## config.mk

```make
export PLATFORM = sky130hd
export DESIGN_NAME = cook_time_entry
export DESIGN_NICKNAME = d
export VERILOG_FILES = /design/src/rtl/cook_time_entry.sv
export SDC_FILE = /design/constraint.sdc
export NUM_CORES = 1
export LEC_CHECK = 0
export CELL_PAD_IN_SITES_DETAIL_PLACEMENT = 0
export CELL_PAD_IN_SITES_GLOBAL_PLACEMENT = 1
export CORE_UTILIZATION = 39
export DETAILED_ROUTE_END_ITERATION = 10
export PLACE_DENSITY_LB_ADDON = 0.08
export SLEW_MARGIN = 0
export SYNTH_ARGS = -nofsm -noshare
export SYNTH_HDL_FRONTEND = slang
export SYNTH_SLANG_ARGS = --single-unit
```

## constraint.sdc

```tcl
create_clock -name clk -period 2.4 [get_ports clk]
set_input_delay 0.36 -clock clk [delete_from_list [all_inputs] [get_ports clk]]
set_output_delay 0.36 -clock clk [all_outputs]
set_load 0.01 [all_outputs]
```

## src/rtl/cook_time_entry.sv

```systemverilog
// cook_time_entry: keypad programming front end for the countdown timer.
// Collects BCD digits with microwave-style shift-left entry, drives the
// timer's *_prog digits and load strobe, and runs the
// IDLE/ENTRY/RUN/PAUSE/DONE control FSM that gates main_enable.
// Optional build macro: NORMALIZE_EN. When it is defined, a start with
// tens-of-seconds 6..9 is converted into one extra minute instead of
// being rejected.
module cook_time_entry #(
  parameter int MAX_DIGITS  = 4,
  parameter bit ALLOW_PAUSE = 1'b1
) (
  input  logic       clk,
  input  logic       reset_n,
  input  logic       key_valid,
  input  logic [3:0] key_code,
  input  logic       timer_done,
  output logic [3:0] seconds_prog,
  output logic [3:0] tens_seconds_prog,
  output logic [3:0] minutes_prog,
  output logic [3:0] tens_minutes_prog,
  output logic       load,
  output logic       main_enable,
  output logic       entry_active,
  output logic       error
);

  typedef enum logic [2:0] {
    IDLE  = 3'd0,
    ENTRY = 3'd1,
    RUN   = 3'd2,
    PAUSE = 3'd3,
    DONE  = 3'd4
  } state_t;

  localparam logic [2:0] MAX_COUNT = 3'(MAX_DIGITS);
  localparam logic [3:0] KEY_CLEAR  = 4'hA;
  localparam logic [3:0] KEY_START  = 4'hB;
  localparam logic [3:0] KEY_CANCEL = 4'hC;

  state_t     state;
  logic [2:0] count;
  logic       is_digit;
  logic       all_zero;
  logic       ts_over;

  // Decode the current key and classify the entered time.
  always_comb begin
    is_digit = (key_code <= 4'd9);
    all_zero = ({tens_minutes_prog, minutes_prog, tens_seconds_prog, seconds_prog} == 16'h0000);
    ts_over  = (tens_seconds_prog > 4'd5);
  end

`ifdef NORMALIZE_EN
  logic [3:0] norm_ts;
  logic [3:0] norm_m;
  logic [3:0] norm_tm;
  logic       norm_ovf;

  // Fold 60..99 seconds into one more minute, with BCD carry into tens of minutes.
  always_comb begin
    norm_ts = tens_seconds_prog - 4'd6;
    if (minutes_prog == 4'd9) begin
      norm_m   = 4'd0;
      norm_tm  = tens_minutes_prog + 4'd1;
      norm_ovf = (tens_minutes_prog == 4'd9);
    end else begin
      norm_m   = minutes_prog + 4'd1;
      norm_tm  = tens_minutes_prog;
      norm_ovf = 1'b0;
    end
  end
`endif

  // Control FSM, digit shift register and all registered outputs.
  always_ff @(posedge clk or negedge reset_n) begin
    if (!reset_n) begin
      state        <= IDLE;
      count        <= 3'd0;
      {tens_minutes_prog, minutes_prog, tens_seconds_prog, seconds_prog} <= 16'h0000;
      load         <= 1'b0;
      main_enable  <= 1'b0;
      entry_active <= 1'b0;
      error        <= 1'b0;
    end else begin
      load  <= 1'b0;
      error <= 1'b0;
      case (state)
        IDLE: begin
          if (key_valid && is_digit) begin
            {tens_minutes_prog, minutes_prog, tens_seconds_prog, seconds_prog} <=
              {minutes_prog, tens_seconds_prog, seconds_prog, key_code};
            count        <= 3'd1;
            state        <= ENTRY;
            entry_active <= 1'b1;
          end
        end
        ENTRY: begin
          if (key_valid) begin
            if (is_digit) begin
              // Digits beyond the limit are silently dropped.
              if (count < MAX_COUNT) begin
                {tens_minutes_prog, minutes_prog, tens_seconds_prog, seconds_prog} <=
                  {minutes_prog, tens_seconds_prog, seconds_prog, key_code};
                count <= count + 3'd1;
              end
            end else begin
              case (key_code)
                KEY_CLEAR: begin
                  {tens_minutes_prog, minutes_prog, tens_seconds_prog, seconds_prog} <= 16'h0000;
                  count <= 3'd0;
                end
                KEY_START: begin
                  if (!all_zero) begin
                    if (ts_over) begin
`ifdef NORMALIZE_EN
                      if (norm_ovf) begin
                        error <= 1'b1;
                      end else begin
                        tens_seconds_prog <= norm_ts;
                        minutes_prog      <= norm_m;
                        tens_minutes_prog <= norm_tm;
                        load              <= 1'b1;
                        main_enable       <= 1'b1;
                        entry_active      <= 1'b0;
                        state             <= RUN;
                      end
`else
                      error <= 1'b1;
`endif
                    end else begin
                      load         <= 1'b1;
                      main_enable  <= 1'b1;
                      entry_active <= 1'b0;
                      state        <= RUN;
                    end
                  end
                end
                KEY_CANCEL: begin
                  // Abandon the entry entirely.
                  {tens_minutes_prog, minutes_prog, tens_seconds_prog, seconds_prog} <= 16'h0000;
                  count        <= 3'd0;
                  entry_active <= 1'b0;
                  state        <= IDLE;
                end
                default: begin
                end
              endcase
            end
          end
        end
        RUN: begin
          // Completion outranks any key arriving in the same cycle.
          if (timer_done) begin
            main_enable <= 1'b0;
            state       <= DONE;
          end else if (key_valid) begin
            if ((key_code == KEY_START) && ALLOW_PAUSE) begin
              main_enable <= 1'b0;
              state       <= PAUSE;
            end else if (key_code == KEY_CANCEL) begin
              {tens_minutes_prog, minutes_prog, tens_seconds_prog, seconds_prog} <= 16'h0000;
              count       <= 3'd0;
              main_enable <= 1'b0;
              state       <= IDLE;
            end
          end
        end
        PAUSE: begin
          if (key_valid) begin
            if (key_code == KEY_START) begin
              main_enable <= 1'b1;
              state       <= RUN;
            end else if (key_code == KEY_CANCEL) begin
              {tens_minutes_prog, minutes_prog, tens_seconds_prog, seconds_prog} <= 16'h0000;
              count <= 3'd0;
              state <= IDLE;
            end
          end
        end
        DONE: begin
          // Any key acknowledges completion; it is not taken as a digit.
          if (key_valid) begin
            {tens_minutes_prog, minutes_prog, tens_seconds_prog, seconds_prog} <= 16'h0000;
            count <= 3'd0;
            state <= IDLE;
          end
        end
        default: begin
          {tens_minutes_prog, minutes_prog, tens_seconds_prog, seconds_prog} <= 16'h0000;
          count        <= 3'd0;
          main_enable  <= 1'b0;
          entry_active <= 1'b0;
          state        <= IDLE;
        end
      endcase
    end
  end

endmodule

```

== Word level (Yosys, flattened, before mapping) ==
Index checks and enable logic that the tools add are counted.
Storage, ports and cells
  output and inout port bits: 20
  register bits after elaboration: 26
Operators by class
  magnitude comparators: 3
  bitwise logic cells: 2
  multiplexer cells: 92
  equal/unequal tests: 24
  $add $sub $neg: 1
  reduce and logical (&&, ||, !) cells: 10
Operators by type and width (count)
  2-to-1 mux 4 bit: 34
  case mux 4 bit (5 select lines): 4
  2-to-1 mux 3 bit: 20
  case mux 3 bit (5 select lines): 2
  2-to-1 mux 1 bit: 28
  != test 2 bit, second input constant: 10
  != test 3 bit, second input constant: 6
  zero test 16 bit: 1
  == test 4 bit, second input constant: 3
  AND reduction 10 bit: 1
  AND reduction 9 bit: 1
  AND reduction 7 bit: 1
  == test 3 x 2 -> 1 bit, second input constant: 2
  case mux 3 bit (2 select lines): 1
  AND reduction 6 bit: 1
  > comparator 4 x 3 -> 1 bit, second input constant: 1
  less-or-equal comparator 4 bit, second input constant: 1
  != test 4 bit, second input constant: 1
  case mux 1 bit (4 select lines): 1
  OR reduction 2 bit: 2
  adder 3 x 1 -> 3 bit, second input constant: 1
  == test 3 x 1 -> 1 bit, second input constant: 1
  == test 3 bit, second input constant: 1
  zero test 3 bit: 1
  6 further kinds: 7

== Logic depth before layout (Yosys ltp) ==
Gate-level depths: netlist (run 1).
  word-level depth: 7
  gate-level depth with buffers: 8

== Least setup slack after synthesis (run 1) ==
Ideal clock, no wire load.
  path kind: flip-flop to flip-flop
  from: register state[2]
  to: register state[0]
  path slack: 695 ps
  data arrival time: 1579 ps
  buffers on the path: 1
  library setup time: 125 ps
  cell stages (with the launch flop): 7
  data required time: 2275 ps
  path through: dfrtp_1 > buf_2 > or2_1 > or3_1 > o32ai_2 > nor3_1 > a2bb2oi_1
On the way
  word-level cells in the longest chain between the ends: 3
Ends and longest elaborated chain
  start, declared: line 40  | state_t state;
  start signal, assigned: line 77  | state <= IDLE;
  start signal, assigned: line 93  | state <= ENTRY;
  start signal, assigned: line 134  | state <= RUN;
  == test 3 x 1 -> 1 bit (tied with other cells): line 87  | case (state)
  != test 3 bit (no line) / != test 2 bit (equally long branches)
  AND reduction 9 bit (no line)
Parallel ways exist; a longest one is shown, timed or not.
A chain may end at the register's enable or synchronous reset.

== Worst setup path in the final report (run 1) ==
  from: register state[2]
  to: register minutes_prog[1]
On the way
  word-level cells in the longest chain between the ends: 3
Ends and longest elaborated chain
  == test 3 x 1 -> 1 bit (tied with other cells): line 87
  != test 3 bit (no line) / != test 2 bit (equally long branches)
  AND reduction 6 bit (no line)
  end signal, assigned: line 90  | {tens_minutes_prog, minutes_prog, tens_seconds_prog, seconds_prog} <=
  end signal, assigned: line 102  | {tens_minutes_prog, minutes_prog, tens_seconds_prog, seconds_prog} <=
  end, declared: line 19  | output logic [3:0] minutes_prog,
Parallel ways exist; a longest one is shown, timed or not.

==> reports/results.txt, run 1 <==
RSZ-0062 raised after global routing - no
Async SR Flop Fraction - 1.00
DP HPWL - 2420 µm
Setup TNS Final - 0 ns
Detail Route met3 WL - 95 µm
top post-synthesis cells by area - dfrtp_1 (44%), mux2i_1 (12%), nand2_1 (5.4%)
# clock sinks - 26
synthesis-to-finish area growth - 28.0%
Cell Rows - 21
chip width - 63.4 µm
area post-placement - 1810 µm²
Rel. slew slack - 0.305
layout cells sized above 1 - 0.0802
RR Endpoint - minutes_prog[1]$_DFFE_PN0P_
DR vias/cell - 5.44
max-slew violation count - 0
worst ir drop on vdd - 0.000524 V
crit path max fanout - 14
H-tree depth - 1
worst path arrival time - 2.25 ns
top-area cell type share of the netlist area - 0.443
leakage power - 0.835 nW
IO Port Bufs - 27
initial antenna violation count - 0
worst path cell trace - or2_1, a21oi_1, nand2_1, mux2i_1
DRC - 0
kind of critical path - register to register
WL/cell - 14.2 µm
status - finished, final reports clean
deepest clock path buffer count - 2
Worst Tran Pin Value - 1.04 ns
startpoint types - register
Seq/Total Area, Yosys - 0.443
HP Class - primary input to asynchronous set/reset pin
global-route wire length before repair - 5530 µm
reg2reg start - state[2]$_DFFE_PN0P_
Tcrit/Tclk final - 0.860
Critical Path RT - 2.59 ns
reg2reg setup slack - 0.34 ns
Clk Latency, worst-skew pair - 0.27 ns
Starting DRT DRC Count - 58
post-route antenna net violation count - 0
Final Net Count - 197
post-CTS sizing - 0
Synth area leader - dfrtp_1
Root Driver - clkbuf_8
GRT Total Usage - 0.177
Setup Viol. Count Final - 0
global route overflow - 0
Final min period - 2.06 ns
fill count - 324
final instance area - 1880 µm²
largest net degree at the start of global routing - 27
post-synth net total - 167
Final Skew - 0.00812 ns
TritonCTS Buffers - 3
Starting Density - 0.424
Pre-Repair DR Iteration Count - 4
fmax - 485 MHz
pwr/cell area - 1180 nW/µm²
Synth Warn # - 0
final core area utilization - 0.542
cell area after synthesis - 1470 µm²
die area - 4020 µm²
Slowest-stage cell, CP - a21oi_1
Syn Inst Count - 158
DRT Wirelength - 3310 µm
Core ar. - 3470 µm²
max cap viols - 0
routed length on met2 - 1710 µm
die span in y - 63.4 µm
EDFF count, synth - 0
R2R depth - 4
CP Capture Type - register
CTS tree - built
hold-fix buffers at CTS - 0
Clk pin slew, worst setup/hold paths - 0.09 ns
diode count - 0
endpoints failing hold - 0
post-synthesis cell type count - 40
DR top layer - met4
number of I/O pins - 28
Yosys reg bits - 26
routed vias - 1,268
Mean Syn Cell Area - 9.30 µm²
Total Power - 2.22 mW
# Post-CTS Setup Buffers - 0
CP peak stage delay - 0.82 ns
Placer Congestion - 0.822
Most used DFF post-synth - dfrtp_1
M1 WL - 1470 µm
vias in the first global route - 1,240
==> sequential cells by signal (all words and copies together), names as in the netlist <==
name and cells:
seconds_prog 4, tens_minutes_prog 4, entry_active 1, minutes_prog 4, main_enable 1, count 3, state 3, error 1
load 1, tens_seconds_prog 4
==> final cells by class <==
type | instances | area, µm² | share of cell area
Timing Repair Buffer | 33 | 328 | 0.174
Inverter | 20 | 75.1 | 0.0399
Multi-Input combinational cell | 104 | 698 | 0.371
Tap cell | 46 | 57.6 | 0.0306
Sequential cell | 26 | 651 | 0.346
Clock inverter | 1 | 30.0 | 0.0160
Clock buffer | 3 | 41.3 | 0.0220
==> logic make-up after synthesis <==
kind of cell,Yosys count,share of synthesized area
compound gates,29,0.133
fa+ha+maj,1,0.00852
flops,26,0.443
buf+inv,28,0.0843
xor+xnor,1,0.00596
mux,18,0.123
simple gates,55,0.203
==> synth_stat cells, types with 2 or more instances <==
| library cell | count |
|---|---|
| nand2_1 | 21 |
| o21ai_0 | 4 |
| buf_2 | 3 |
| a31oi_1 | 4 |
| nor3_1 | 4 |
| a21o_1 | 2 |
| o31ai_1 | 2 |
| nor2_1 | 6 |
| buf_6 | 2 |
| nor4_1 | 4 |
| nand3_1 | 3 |
| o21ai_1 | 3 |
| dfrtp_1 | 26 |
| clkbuf_1 | 2 |
| nand4_1 | 3 |
| mux2i_1 | 18 |
| nand3b_1 | 2 |
| a21oi_1 | 6 |
| or3_1 | 3 |
| inv_1 | 20 |
==> metrics by stage <==
step / hold WS (ns) / setup WS [ns] / std cells
5_1_grt: 0.486 / 0.182 / 233
2_1_floorplan: 0.0644 / 0.695 / 158
3_5_place_dp: 0.484 / 0.0914 / 229
4_1_cts: 0.473 / 0.327 / 233
3_3_place_gp: 0.485 / 0.131 / 229
6_report: 0.459 / 0.337 / 233
==> report_power, final <==
part / leakage, nW / internal [mW] / switching, mW
registers: 0.349 / 0.567 / 0.174
clock network: 0.0357 / 0.223 / 0.138
logic: 0.450 / 0.556 / 0.565
total: 0.835 / 1.35 / 0.877
==> per-layer routing <==
layer  track usage  vias to the layer above
li1              -                      608
met3        0.0217                        4
met5             0                        -
met1         0.215                      622
met2         0.315                       34
met4        0.0682                        0
==> worst max-delay path by stage <==
| stage | from | end | slack (ns) |
|---|---|---|---|
| after CTS | state[2]$_DFFE_PN0P_ | tens_seconds_prog[0]$_DFFE_PN0P_ | 0.33 |
| final | state[2]$_DFFE_PN0P_ | minutes_prog[1]$_DFFE_PN0P_ | 0.34 |
| after detailed placement | key_code[2] | tens_seconds_prog[0]$_DFFE_PN0P_ | 0.09 |
| after global routing | state[2]$_DFFE_PN0P_ | minutes_prog[2]$_DFFE_PN0P_ | 0.18 |
| after global placement | key_code[3] | state[1]$_DFFE_PN0P_ | 0.13 |
| after floorplan | state[2]$_DFFE_PN0P_ | state[0]$_DFFE_PN0P_ | 0.70 |
==> cell usage in the layout, fill, tap and decap left out, types with 2 or more instances in the layout <==
master	Yosys	routed
nand4_1	3	3
nand3_1	3	3
clkbuf_8	0	3
mux2i_1	18	18
or3_1	3	3
nor2_1	6	6
nor4_1	4	4
a21oi_1	6	6
inv_1	20	20
a21o_1	2	2
buf_4	0	5
nand2_1	21	21
o31ai_1	2	2
dfrtp_1	26	26
o21ai_1	3	2
nand3b_1	2	2
o21ai_0	4	4
clkdlybuf4s50_1	0	27
a31oi_1	4	4
nor3_1	4	4
==> worst max-delay path: cells and delay by family (launching register included) <==
| kind | cells | cell delay [ns] |
|---|---|---|
| mux | 1 | 0.16 |
| flops | 1 | 0.51 |
| compound gates | 1 | 0.82 |
| simple gates | 2 | 0.47 |
Power figures use the tool's default switching activity.
==> inputs of run 2 (changes only) <==
- ABC_AREA: not set -> 1
- CORE_UTILIZATION: 39 -> 37
- CTS_CLUSTER_SIZE: not set -> 8
==> run 2 against run 1 <==
  * Power increased by 4.8%
  * Core utilization decreased by 5.4 points
  * Clock skew decreased by 0.0028 ns
  * Clock-buffer cell count unchanged
  * Worst hold slack improved by 0.0037 ns
  * Global-route usage increased by 2.0 points
  * Die area increased by 14%
  * Synthesized cell count increased by 51%
  * Sequential power decreased by 2%
  * Critical path depth increased by 4
  * Critical path type is now primary input to register
  * Critical endpoint is now tens_minutes_prog[2]$_DFFE_PN0P_
  * Largest power group unchanged
==> reports/results.txt, run 2 <==
Starting Density - 0.392 (was 0.424)
CP peak stage delay - 0.69 ns (was 0.82 ns)
DRT Wirelength - 3910 µm (was 3310 µm)
routed vias - 1,507 (was 1,268)
pwr/cell area - 1180 nW/µm² (about the same)
CP most frequent cell - nand2_1
kind of critical path - primary input to register (was register to register)
Final Net Count - 280 (was 197)
RSZ-0062 raised after global routing - no (unchanged)
Syn Inst Count - 239 (was 158)
EDFF count, synth - 0 (unchanged)
diode count - 0 (unchanged)
post-synthesis cell type count - 22 (was 40)
fin cells - 320 (was 233)
Cell Rows - 23 (was 21)
layout cells sized above 1 - 0.0815 (was 0.0802)
count leader, synth - nand2_1 (was dfrtp_1)
Most used DFF post-synth - dfrtp_1 (unchanged)
area post-placement - 1910 µm² (was 1810 µm²)
Final min period - 1.99 ns (was 2.06 ns)
M3 GR Usage - 0.0304 (was 0.0217)
Synth area leader - dfrtp_1 (unchanged)
gr busiest metal - met1 (was met2)
DR vias/cell - 4.71 (was 5.44)
Placer Congestion - 0.892 (was 0.822)
startpoint types - primary input (was register)
die area - 4560 µm² (was 4020 µm²)
Clk pin slew, worst setup/hold paths - 0.10 ns (was 0.09 ns)
worst path arrival time - 2.17 ns (was 2.25 ns)
CP startpoint - key_code[3] (was state[2]$_DFFE_PN0P_)
GRT met1 Usage - 0.294 (was 0.215)
CTS tree - built (unchanged)
Total Power - 2.33 mW (was 2.22 mW)
leakage power - 1.07 nW (was 0.835 nW)
# Post-CTS Setup Buffers - 0 (unchanged)
number of I/O pins - 28 (unchanged)
DRC - 0 (unchanged)
CP Capture Type - register (unchanged)
reg2reg setup slack - 0.57 ns (was 0.34 ns)
max-slew violation count - 0 (unchanged)
post-synth net total - 248 (was 167)
worst ir drop on vdd - 0.000543 V (was 0.000524 V)
commonest cells after routing, fill and taps aside - nand2_1 (81), nor2_1 (39), nand3_1 (32), inv_1 (27), clkdlybuf4s50_1 (27) (was clkdlybuf4s50_1 (27), dfrtp_1 (26), nand2_1 (21), inv_1 (20), mux2i_1 (18))
Yosys reg bits - 26 (unchanged)
chip width - 67.6 µm (was 63.4 µm)
H-tree depth - 1 (unchanged)
Mean Syn Cell Area - 6.65 µm² (was 9.30 µm²)
final instance area - 1980 µm² (was 1880 µm²)
global-route wire length before repair - 6640 µm (was 5530 µm)
IO Port Bufs - 27 (unchanged)
GRT Total Usage - 0.197 (was 0.177)
Critical Path RT - 2.58 ns (was 2.59 ns)
Cells after DPL - 316 (was 229)
worst path cell trace - clkdlybuf4s50_1, nand2_1, nand2_1, nor2_2, nor2_1, nor2_1, nand3_1, nand2_1 (was or2_1, a21oi_1, nand2_1, mux2i_1)
WL/cell - 12.2 µm (was 14.2 µm)
deepest clock path buffer count - 2 (unchanged)
endpoints failing hold - 0 (unchanged)
Setup TNS Final - 0 ns (unchanged)
top post-synthesis cells by area - dfrtp_1 (41%), nand2_1 (19%), nand3_1 (10%) (was dfrtp_1 (44%), mux2i_1 (12%), nand2_1 (5.4%))
final core area utilization - 0.488 (was 0.542)
Worst Tran Pin Value - 0.904 ns (was 1.04 ns)
Async SR Flop Fraction - 1.00 (unchanged)
status - finished, final reports clean (unchanged)
commonest non-fill, non-tap cell in the layout - nand2_1 (was clkdlybuf4s50_1)
post-CTS sizing - 0 (unchanged)
post-route antenna net violation count - 0 (unchanged)
max cap viols - 0 (unchanged)
M2 GR Usage - 0.285 (was 0.315)
fmax - 503 MHz (was 485 MHz)
Core ar. - 4060 µm² (was 3470 µm²)
hold-fix buffers at CTS - 0 (unchanged)
Setup Viol. Count Final - 0 (unchanged)
die span in y - 67.6 µm (was 63.4 µm)
vias in the first global route - 1,374 (was 1,240)
Slowest-stage cell, CP - nor2_1 (was a21oi_1)
synthesis-to-finish area growth - 24.6% (was 28.0%)
Root Driver - clkbuf_8 (unchanged)
global route overflow - 0 (unchanged)
DP HPWL - 2910 µm (was 2420 µm)
TritonCTS Buffers - 3 (unchanged)
Final Skew - 0.00535 ns (was 0.00812 ns)
Clk Latency, worst-skew pair - 0.28 ns (was 0.27 ns)
initial antenna violation count - 0 (unchanged)
# clock sinks - 26 (unchanged)
Starting DRT DRC Count - 94 (was 58)
cell area after synthesis - 1590 µm² (was 1470 µm²)
reg2reg start - state[0]$_DFFE_PN0P_ (was state[2]$_DFFE_PN0P_)
HP Class - primary input to asynchronous set/reset pin (unchanged)
most frequent cells after synthesis - nand2_1 (81), nor2_1 (39), nand3_1 (32) (was dfrtp_1 (26), nand2_1 (21), inv_1 (20))
Seq/Total Area, Yosys - 0.409 (was 0.443)
Tcrit/Tclk final - 0.829 (was 0.860)
top-area cell type share of the netlist area - 0.409 (was 0.443)
Synth Warn # - 0 (unchanged)
crit path max fanout - 14 (unchanged)
Pre-Repair DR Iteration Count - 4 (unchanged)
Rel. slew slack - 0.395 (was 0.305)
largest net degree at the start of global routing - 27 (unchanged)
run 2: cell types whose count changed after synthesis, sizes merged, moves of 3 or more:
cell	change
nor4	-4
nor2	+37
a21oi	-5
mux2i	-18
inv	+11
nor3	-3
nand2	+64
or3	-3
nand3	+29
a31oi	-4
run 2: cells by family (layout without fill, tap and decap cells):
logic type                 Yosys count  in the layout  synth area share
and+or+nand+nor                    164            164             0.436
buffers and inverters               38             69             0.112
DFF                                 26             26             0.409
AOI/OAI and AO/OA                    9              9            0.0299
adders and majority gates            1              1           0.00787
xor gates and xnor gates             1              1           0.00551
run 2: report_power, final:
| part | switching (mW) | total [mW] | internal [mW] |
|---|---|---|---|
| combinational | 0.729 | 1.23 | 0.499 |
| sequential | 0.147 | 0.728 | 0.581 |
| clock | 0.150 | 0.373 | 0.224 |
run 2: path summary, 6_finish.rpt:
check / depth (start not counted) / to
max: 8 / tens_minutes_prog[2]$_DFFE_PN0P_
min: 2 / main_enable$_DFFE_PN0P_
max reg2reg: 7 / tens_minutes_prog[2]$_DFFE_PN0P_
min reg2reg: 2 / entry_active$_DFFE_PN0P_
max in group asynchronous: 2 / state[1]$_DFFE_PN0P_
min in group clk: 2 / entry_active$_DFFE_PN0P_
run 2: final cells by class:
type                       count  area, µm²
clock inverter                 1       30.0
multi-input combinational    175        762
inverter                      32        120
sequential                    26        651
clock buffer                   3       41.3
fill                         406       2080
timing repair buffer          33        315
tap                           50       62.6
run 2: routing by layer:
metal / routed length [µm] / part of all wire
met5: 0 / 0
met4: 48 / 0.012
met3: 137 / 0.035
met2: 1670 / 0.43
met1: 2050 / 0.52
run 2: worst max-delay path, delay by kind of cell:
| kind | cells | cell delay, ns |
|---|---|---|
| and+or+nand+nor | 7 | 1.24 |
| buffers and inverters | 1 | 0.58 |
run 2: metrics by stage:
step                      hold slack [ns]  setup WS, ns
after CTS                           0.481         0.393
after global routing                0.505         0.179
after floorplan                    0.0644         0.929
after detailed placement            0.464        0.0913
after global placement              0.458         0.128
final                               0.463         0.410
==> inputs of run 3 (changes only) <==
- CORE_UTILIZATION: 37 -> 33
- clock period: 2.4 -> 1.8 ns (I/O delays scaled with it)
==> run 3 against run 2 <==
  * Final cell count increased by 5.0%
  * Setup slack got worse by 0.27 ns
  * Via count up 1.9%
  * Combinational power grew 52%
  * Core utilization fell by 1.6 points
  * Critical path depth increased by 2
  * Clock power grew 35%
  * Global-route usage decreased by 1.5 points
  * First-iteration DRC count fell by 14%
  * Register-to-register slack worse by 0.43 ns
  * Die area increased by 12%
  * Clock skew down 0.0019 ns
  * Critical path type is now register to register
  * Critical endpoint is now tens_minutes_prog[3]$_DFFE_PN0P_
  * Highest routed layer unchanged
==> reports/results.txt, run 3 (same netlist as run 2, synthesis figures left out) <==
initial antenna violation count - 0 (unchanged)
Worst Tran Pin Value - 0.546 ns (was 0.904 ns)
IO Port Bufs - 27 (unchanged)
Starting Density - 0.353 (was 0.392)
Core ar. - 4500 µm² (was 4060 µm²)
DRC - 0 (unchanged)
DP HPWL - 3040 µm (was 2910 µm)
diode count - 0 (unchanged)
final instance area - 2130 µm² (was 1980 µm²)
H-tree depth - 1 (unchanged)
routed vias - 1,536 (was 1,507)
hold-fix buffers at CTS - 0 (unchanged)
Final Hold Slack - 0.357 ns (was 0.463 ns)
Clk Latency, worst-skew pair - 0.28 ns (about the same)
Placer Congestion - 0.805 (was 0.892)
Setup TNS Final - 0 ns (unchanged)
layout cells sized above 1 - 0.134 (was 0.0815)
Starting DRT DRC Count - 81 (was 94)
kind of critical path - register to register (was primary input to register)
chip width - 71.4 µm (was 67.6 µm)
RSZ-0062 raised after global routing - no (unchanged)
commonest non-fill, non-tap cell in the layout - nand2_1 (unchanged)
area post-placement - 2040 µm² (was 1910 µm²)
worst path arrival time - 1.84 ns (was 2.17 ns)
endpoints failing hold - 0 (unchanged)
worst ir drop on vdd - 0.000570 V (was 0.000543 V)
max cap viols - 0 (unchanged)
pwr/cell area - 1570 nW/µm² (was 1180 nW/µm²)
Final min period - 1.66 ns
CP Capture Type - register (unchanged)
DRT Wirelength - 4070 µm (was 3910 µm)
deepest clock path buffer count - 2 (unchanged)
DR vias/cell - 4.57 (was 4.71)
synthesis-to-finish area growth - 33.8% (was 24.6%)
Cell Rows - 24 (was 23)
Rel. slew slack - 0.636 (was 0.395)
die area - 5100 µm² (was 4560 µm²)
die span in y - 71.4 µm (was 67.6 µm)
TritonCTS Buffers - 3 (unchanged)
# clock sinks - 26 (unchanged)
Root Driver - clkbuf_8 (unchanged)
max-slew violation count - 0 (unchanged)
largest net degree at the start of global routing - 27 (unchanged)
Tcrit/Tclk final - 0.924
Critical Path RT - 1.98 ns (was 2.58 ns)
fmax - 602 MHz
commonest cells after routing, fill and taps aside - nand2_1 (81), nor2_1 (37), nand3_1 (32), inv_1 (27), clkdlybuf4s50_1 (27) (was nand2_1 (81), nor2_1 (39), nand3_1 (32), inv_1 (27), clkdlybuf4s50_1 (27))
startpoint types - register (was primary input)
Final Net Count - 294 (was 280)
global-route wire length before repair - 7270 µm (was 6640 µm)
global route overflow - 0 (unchanged)
HP Class - primary input to asynchronous set/reset pin (unchanged)
leakage power - 1.14 nW (was 1.07 nW)
Clk pin slew, worst setup/hold paths - 0.10 ns (about the same)
post-route antenna net violation count - 0 (unchanged)
Total Power - 3.33 mW (was 2.33 mW)
vias in the first global route - 1,544 (was 1,374)
crit path max fanout - 8 (was 14)
Setup Viol. Count Final - 0 (unchanged)
CTS tree - built (unchanged)
Final Skew - 0.00343 ns (was 0.00535 ns)
number of I/O pins - 28 (unchanged)
GRT Total Usage - 0.182 (was 0.197)
status - finished, final reports clean (unchanged)
Pre-Repair DR Iteration Count - 4 (unchanged)
WL/cell - 12.1 µm (was 12.2 µm)
[run 3: changes by cell type in the layout (fill, tap and decap cells not counted)]
cell and change:
nand2_8 +1, nor2_1 -2, buf_12 +2, nand2_4 -1, nor2_2 +2, buf_4 +12
[run 3: area by class of cell]
type | count | area, µm²
fill | 484 | 2380
sequential | 26 | 651
timing repair buffer | 47 | 445
inverter | 32 | 120
clock inverter | 1 | 30.0
clock buffer | 3 | 41.3
tap | 52 | 65.1
multi-input combinational | 175 | 776
[run 3: path summary, 6_finish.rpt]
path	from	endpoint	slack, ns	cells past startpoint
worst max-delay path	state[2]$_DFFE_PN0P_	tens_minutes_prog[3]$_DFFE_PN0P_	0.14	10
worst min-delay path	reset_n	main_enable$_DFFE_PN0P_	0.36	2
worst max register to register	state[2]$_DFFE_PN0P_	tens_minutes_prog[3]$_DFFE_PN0P_	0.14	10
worst min register to register	main_enable$_DFFE_PN0P_	main_enable$_DFFE_PN0P_	0.48	2
max in group asynchronous	reset_n	tens_seconds_prog[3]$_DFFE_PN0P_	1.17	2
min in group clk	main_enable$_DFFE_PN0P_	main_enable$_DFFE_PN0P_	0.48	2
[run 3: metrics by stage]
step	util	cells	setup slack (ns)
2_1_floorplan	-	239	0.329
3_3_place_gp	0.454	332	-0.316
3_5_place_dp	0.454	332	-0.326
4_1_cts	0.470	336	0.117
5_1_grt	0.473	336	0.0124
6_report	0.473	336	0.138
[run 3: timing repair]
action                                  4_1_cts  5_1_grt
endpoints found under the setup margin        5        4
setup buffers                                 0        0
hold endpoints to repair                      0        0
pin swaps                                     0        1
gates resized for setup                       1        2
[run 3: report_power, final]
part	internal [mW]	switching (mW)	leakage, nW
combinational	0.832	1.04	0.758
sequential	0.774	0.184	0.347
clock	0.298	0.206	0.0357
total	1.90	1.43	1.14
[run 3: layer usage]
metal	up-vias	wire [µm]	GRT usage
met5	-	0	0
met4	0	42	0.0533
met3	4	183	0.0309
met2	34	1720	0.290
met1	675	2120	0.254
li1	823	-	-
[run 3: critical path, stage by stage (launching register included)]
cell	delay, ns
dfrtp_1	0.46
nor2_2	0.20
nand2_2	0.08
buf_4	0.15
inv_2	0.09
nand3_1	0.10
nand2_1	0.11
nor2_4	0.07
buf_4	0.16
nand3_1	0.08
nand2_1	0.06
